## src/rtl/mod_i2s_tx_pkg.sv

```systemverilog
// Shared types and constants for the stereo I2S transmitter.
// A frame is 64 BCLK slots carrying {left, right} MSB first.
package pkg_i2s;

    localparam int FRAME_SLOTS = 64;
    localparam int CHAN_BITS   = 32;
    localparam int FRAME_W     = 2 * CHAN_BITS;

    typedef logic signed [CHAN_BITS-1:0] sample_t;
    typedef logic [5:0]                  slot_t;

    localparam slot_t SLOT_LAST    = slot_t'(FRAME_SLOTS - 1);
    localparam slot_t SLOT_FIRST_R = slot_t'(CHAN_BITS);

    // Left occupies the upper half so it is shifted out first.
    function automatic logic [FRAME_W-1:0] frame_word(input sample_t l, input sample_t r);
        return {l, r};
    endfunction

endpackage

```

## src/rtl/mod_i2s_tx_clkdiv.sv

```systemverilog
// Bit-clock generator: toggles BCLK every CLK_DIV system clocks and flags
// the system-clock edge on which each rising/falling toggle takes effect.
module mod_clkdiv_strobe #(
    parameter int CLK_DIV = 4
) (
    input  logic i_clk,
    input  logic i_rst,
    output logic o_bclk,
    output logic o_fall_stb,
    output logic o_rise_stb
);

    localparam int CNT_W = (CLK_DIV > 1) ? $clog2(CLK_DIV) : 1;
    localparam logic [CNT_W-1:0] CNT_LAST = CNT_W'(CLK_DIV - 1);

    logic [CNT_W-1:0] div_cnt_q;
    logic [CNT_W-1:0] div_cnt_d;
    logic             bclk_q;
    logic             bclk_d;
    logic             term;

    // Strobes are decoded from current state so the top can update its
    // outputs on the very edge where BCLK toggles.
    always_comb begin
        term       = (div_cnt_q == CNT_LAST);
        div_cnt_d  = term ? '0 : div_cnt_q + CNT_W'(1);
        bclk_d     = term ? ~bclk_q : bclk_q;
        o_rise_stb = term && !bclk_q;
        o_fall_stb = term && bclk_q;
    end

    always_ff @(posedge i_clk or posedge i_rst) begin
        if (i_rst) begin
            div_cnt_q <= '0;
            bclk_q    <= 1'b0;
        end else begin
            div_cnt_q <= div_cnt_d;
            bclk_q    <= bclk_d;
        end
    end

    assign o_bclk = bclk_q;

endmodule

```

## src/rtl/mod_i2s_tx.sv

```systemverilog
// Stereo Philips-I2S transmitter with a one-entry valid/ready holding register,
// 64-slot frame shifter and underrun (silence) insertion at frame boundaries.
module mod_i2s_tx
    import pkg_i2s::*;
#(
    parameter int CLK_DIV = 4
) (
    input  logic                        i_clk,
    input  logic                        i_rst,
    input  logic signed [CHAN_BITS-1:0] i_sample_l,
    input  logic signed [CHAN_BITS-1:0] i_sample_r,
    input  logic                        i_valid,
    output logic                        o_ready,
    output logic                        o_bclk,
    output logic                        o_lrclk,
    output logic                        o_sdata,
    output logic                        o_underrun
);

    logic fall_stb;
    logic rise_stb;

    mod_clkdiv_strobe #(
        .CLK_DIV(CLK_DIV)
    ) u_clkdiv (
        .i_clk     (i_clk),
        .i_rst     (i_rst),
        .o_bclk    (o_bclk),
        .o_fall_stb(fall_stb),
        .o_rise_stb(rise_stb)
    );

    slot_t              slot_q;
    slot_t              slot_d;
    logic [FRAME_W-1:0] shreg_q;
    logic [FRAME_W-1:0] shreg_d;
    logic               lrclk_q;
    logic               lrclk_d;
    logic               sdata_q;
    logic               sdata_d;
    logic               ready_q;
    logic               ready_d;
    logic               underrun_q;
    logic               underrun_d;
    sample_t            hold_l_q;
    sample_t            hold_l_d;
    sample_t            hold_r_q;
    sample_t            hold_r_d;
    logic               boundary;
    logic               accept;

    always_comb begin
        boundary   = fall_stb && (slot_q == SLOT_LAST);
        accept     = i_valid && ready_q;
        slot_d     = slot_q;
        lrclk_d    = lrclk_q;
        sdata_d    = sdata_q;
        shreg_d    = shreg_q;
        ready_d    = ready_q;
        underrun_d = 1'b0;
        hold_l_d   = hold_l_q;
        hold_r_d   = hold_r_q;

        // Sending the shifter MSB before the reload gives the one-bit I2S
        // delay: slot 0 carries the previous frame's last bit.
        if (fall_stb) begin
            slot_d  = slot_q + slot_t'(1);
            lrclk_d = (slot_d >= SLOT_FIRST_R);
            sdata_d = shreg_q[FRAME_W-1];
            shreg_d = {shreg_q[FRAME_W-2:0], 1'b0};
        end

        if (boundary) begin
            if (!ready_q) begin
                shreg_d = frame_word(hold_l_q, hold_r_q);
                ready_d = 1'b1;
            end else if (i_valid) begin
                shreg_d = frame_word(i_sample_l, i_sample_r);
            end else begin
                shreg_d    = '0;
                underrun_d = 1'b1;
            end
        end else if (accept) begin
            hold_l_d = i_sample_l;
            hold_r_d = i_sample_r;
            ready_d  = 1'b0;
        end
    end

    always_ff @(posedge i_clk or posedge i_rst) begin
        if (i_rst) begin
            slot_q     <= SLOT_LAST;
            shreg_q    <= '0;
            lrclk_q    <= 1'b0;
            sdata_q    <= 1'b0;
            ready_q    <= 1'b1;
            underrun_q <= 1'b0;
        end else begin
            slot_q     <= slot_d;
            shreg_q    <= shreg_d;
            lrclk_q    <= lrclk_d;
            sdata_q    <= sdata_d;
            ready_q    <= ready_d;
            underrun_q <= underrun_d;
        end
    end

    // Holding data is qualified by ready_q, so it needs no reset.
    always_ff @(posedge i_clk) begin
        hold_l_q <= hold_l_d;
        hold_r_q <= hold_r_d;
    end

    always_ff @(posedge i_clk) begin
        if (!i_rst) begin
            assert (!(rise_stb && fall_stb));
        end
    end

    assign o_ready    = ready_q;
    assign o_lrclk    = lrclk_q;
    assign o_sdata    = sdata_q;
    assign o_underrun = underrun_q;

endmodule

```

## config.mk

```make
export PLATFORM = sky130hd
export DESIGN_NAME = mod_i2s_tx
export DESIGN_NICKNAME = d
export VERILOG_FILES = /design/src/rtl/mod_i2s_tx_pkg.sv /design/src/rtl/mod_i2s_tx_clkdiv.sv /design/src/rtl/mod_i2s_tx.sv
export SDC_FILE = /design/constraint.sdc
export NUM_CORES = 1
export LEC_CHECK = 0
export ABC_AREA = 1
export CORE_MARGIN = 8
export CORE_UTILIZATION = 48
export DETAILED_ROUTE_END_ITERATION = 8
export PLACE_DENSITY = 0.79
export SKIP_CTS_REPAIR_TIMING = 1
export SYNTH_ARGS = -nofsm -noshare
export SYNTH_HDL_FRONTEND = slang
export SYNTH_HIERARCHICAL = 1
export SYNTH_SLANG_ARGS = --single-unit
```

## constraint.sdc

```tcl
create_clock -name i_clk -period 7.3 [get_ports i_clk]
set_input_delay 0.73 -clock i_clk [delete_from_list [all_inputs] [get_ports i_clk]]
set_output_delay 0.73 -clock i_clk [all_outputs]
set_load 0.02 [all_outputs]
```

==> metrics.txt <==
final WL=15.1 mm; outcome=finished, final reports clean; Max Slew Vio Count=0; clk_lat worst skew=approximately 0.42 ns; HPWL Detailed=around 8.3 mm; drc violations=0; Initial Utilization=approximately half; final hold viol count=0; Sw Ratio=just over 20%; Die ar.=between 0.015 and 0.02 mm2; Leak Pwr=between 3 and 4 nW; dpl cells=between 1,000 and 1,500; CTS tree=done; WS Path Type=flip-flop to flip-flop; Tot Pwr=approximately 1.7 mW; chip height=about 130 um; final core occ=around 58%; initial antenna violation count=0; die width=approximately 130 um; leading cell types in the layout, fill and taps excluded=nand2_1, nand3_1, clkdlybuf4s50_1, dfrtp_1, edfxtp_1; Worst setup EP type=flip-flop; vias in the first global route=about 5,400; P_int=~1.4 mW; all-layer global routing usage=17.7%; Placed Area=0.00743 mm2; Congestion Overflow GR=0; Routed Antenna Nets=0; f_max=around 0.25 GHz; Clock Power Share=48.2%; Required @ worst endpoint=7.35 ns; DR iter-0 viols=between 500 and 600; # IOs=72; htree depth=4; worst reg-to-reg setup slack=3.23 ns; Post-Syn Area=0.00677 mm2; max_cap viols=0; post-synthesis area per instance=~8.3 um2; Slew HR=23.6%; drt first pass iters=5; Seq pwr share=between 40 and 50%; worst min-delay path class=flip-flop to flip-flop; power per cell area=214 mW/mm2; Max VDD drop=around 160 uV; final clock skew=0.00699 ns; switching power=0.357 mW; largest net degree at the start of global routing=75; Worst Tran Pin Value=1.15 ns; Root Buffer=clkbuf_16; Antenna Diode Count=0; DR vias=between 5,000 and 6,000; combinational power share=under 10%; CTS buffer count=17; clock sinks=roughly 140; crit path max fanout=70; Setup Slack @ Placement=3.22 ns; synthesized instance count=819; Layout Cells excl Fill=around 1,100; CTS clk-pin slew, worst paths=around 0.060 ns; fin nets=just over 900; Post-Syn Nets=around 890; Sum Neg Setup Slack=0 ns; Final Cycle Share=between 50 and 60%; Core ar.=approximately 0.014 mm2; worst hold slack=roughly 0.43 ns; synth warn=6; WL per Instance=14.3 um; Worst setup SP type=flip-flop; first-pass GRT wire length=25.9 mm; Worst Path Arrival=approximately 4.1 ns; fin crit period=a little over 4 ns; Via density=5.06; setup violators final=0; commonest non-fill, non-tap cell in the layout=nand2_1; Clock Path Buffers=2; ratio of cells with drive above 1 in the final layout=~7.4%; port buffer count=71; Layout area overhead=18.2%; Setup WS post-layout=around 3.2 ns; Final Wtd Congestion=about 0.73; row count=43; design area=0.00801 mm2; unrepaired setup endpoints after global routing=false
-- power by group through the flow --
stage / Combinational, mW / Sequential [mW] / Clock (mW)
floorplan: 0.0114 / 0.847 / 0
global placement: 0.0581 / 0.846 / 0
detailed placement: 0.0583 / 0.846 / 0
CTS: 0.0586 / 0.831 / 0.841
global route: 0.0625 / 0.831 / 0.876
finish: 0.0574 / 0.831 / 0.828
-- worst paths after layout --
path,startpoint,endpoint,cells after the start
max in group asynchronous,i_rst,shreg_q[16],3
max,u_clkdiv/div_cnt_q[0],hold_r_q[24],12
max reg2reg,u_clkdiv/div_cnt_q[0],hold_r_q[24],12
min reg2reg,u_clkdiv/div_cnt_q[0],u_clkdiv/div_cnt_q[0],1
min,u_clkdiv/div_cnt_q[0],u_clkdiv/div_cnt_q[0],1
min in group asynchronous,i_rst,u_clkdiv/div_cnt_q[0],2
-- registers in the layout, indices dropped and copies added (netlist names) --
| name | cells |
|---|---|
| shreg_q | 64 |
| hold_r_q | 32 |
| o_underrun | 1 |
| hold_l_q | 32 |
| o_sdata | 1 |
| slot_q | 6 |
| u_clkdiv/div_cnt_q | 2 |
| u_clkdiv/o_bclk | 1 |
| o_ready | 1 |
| o_lrclk | 1 |
-- final cells by class --
cell class | count | area (um2)
Clock inverter | 13 | 110
Clock buffer | 19 | 464
Timing Repair Buffer | 78 | 758
Fill cell | 1165 | 5820
Multi-Input combinational cell | 610 | 2540
Inverter | 12 | 46.3
Tap cell | 180 | 225
Sequential cell | 141 | 3860
-- routing by layer --
layer / share of wire (%) / track usage [%] / up-vias
met5: 0 / 0 / -
met4: 1.6 / 6.99 / 0
met3: 4.9 / 4.83 / 14
met2: 50 / 29.1 / 123
met1: 44 / 21.6 / 2498
li1: - / - / 2697
-- critical path, stage by stage, from the launching register on --
cell     delay [ns]
dfrtp_1        0.38
ha_1           0.24
nand2_1        0.09
inv_2          0.03
buf_4          0.34
nand2_4        0.18
nor2_4         0.03
buf_4          0.32
nand2_2        0.12
buf_4          0.59
inv_1          0.21
nor2_4         0.45
buf_4          0.64
Power figures use the tool's default switching activity.
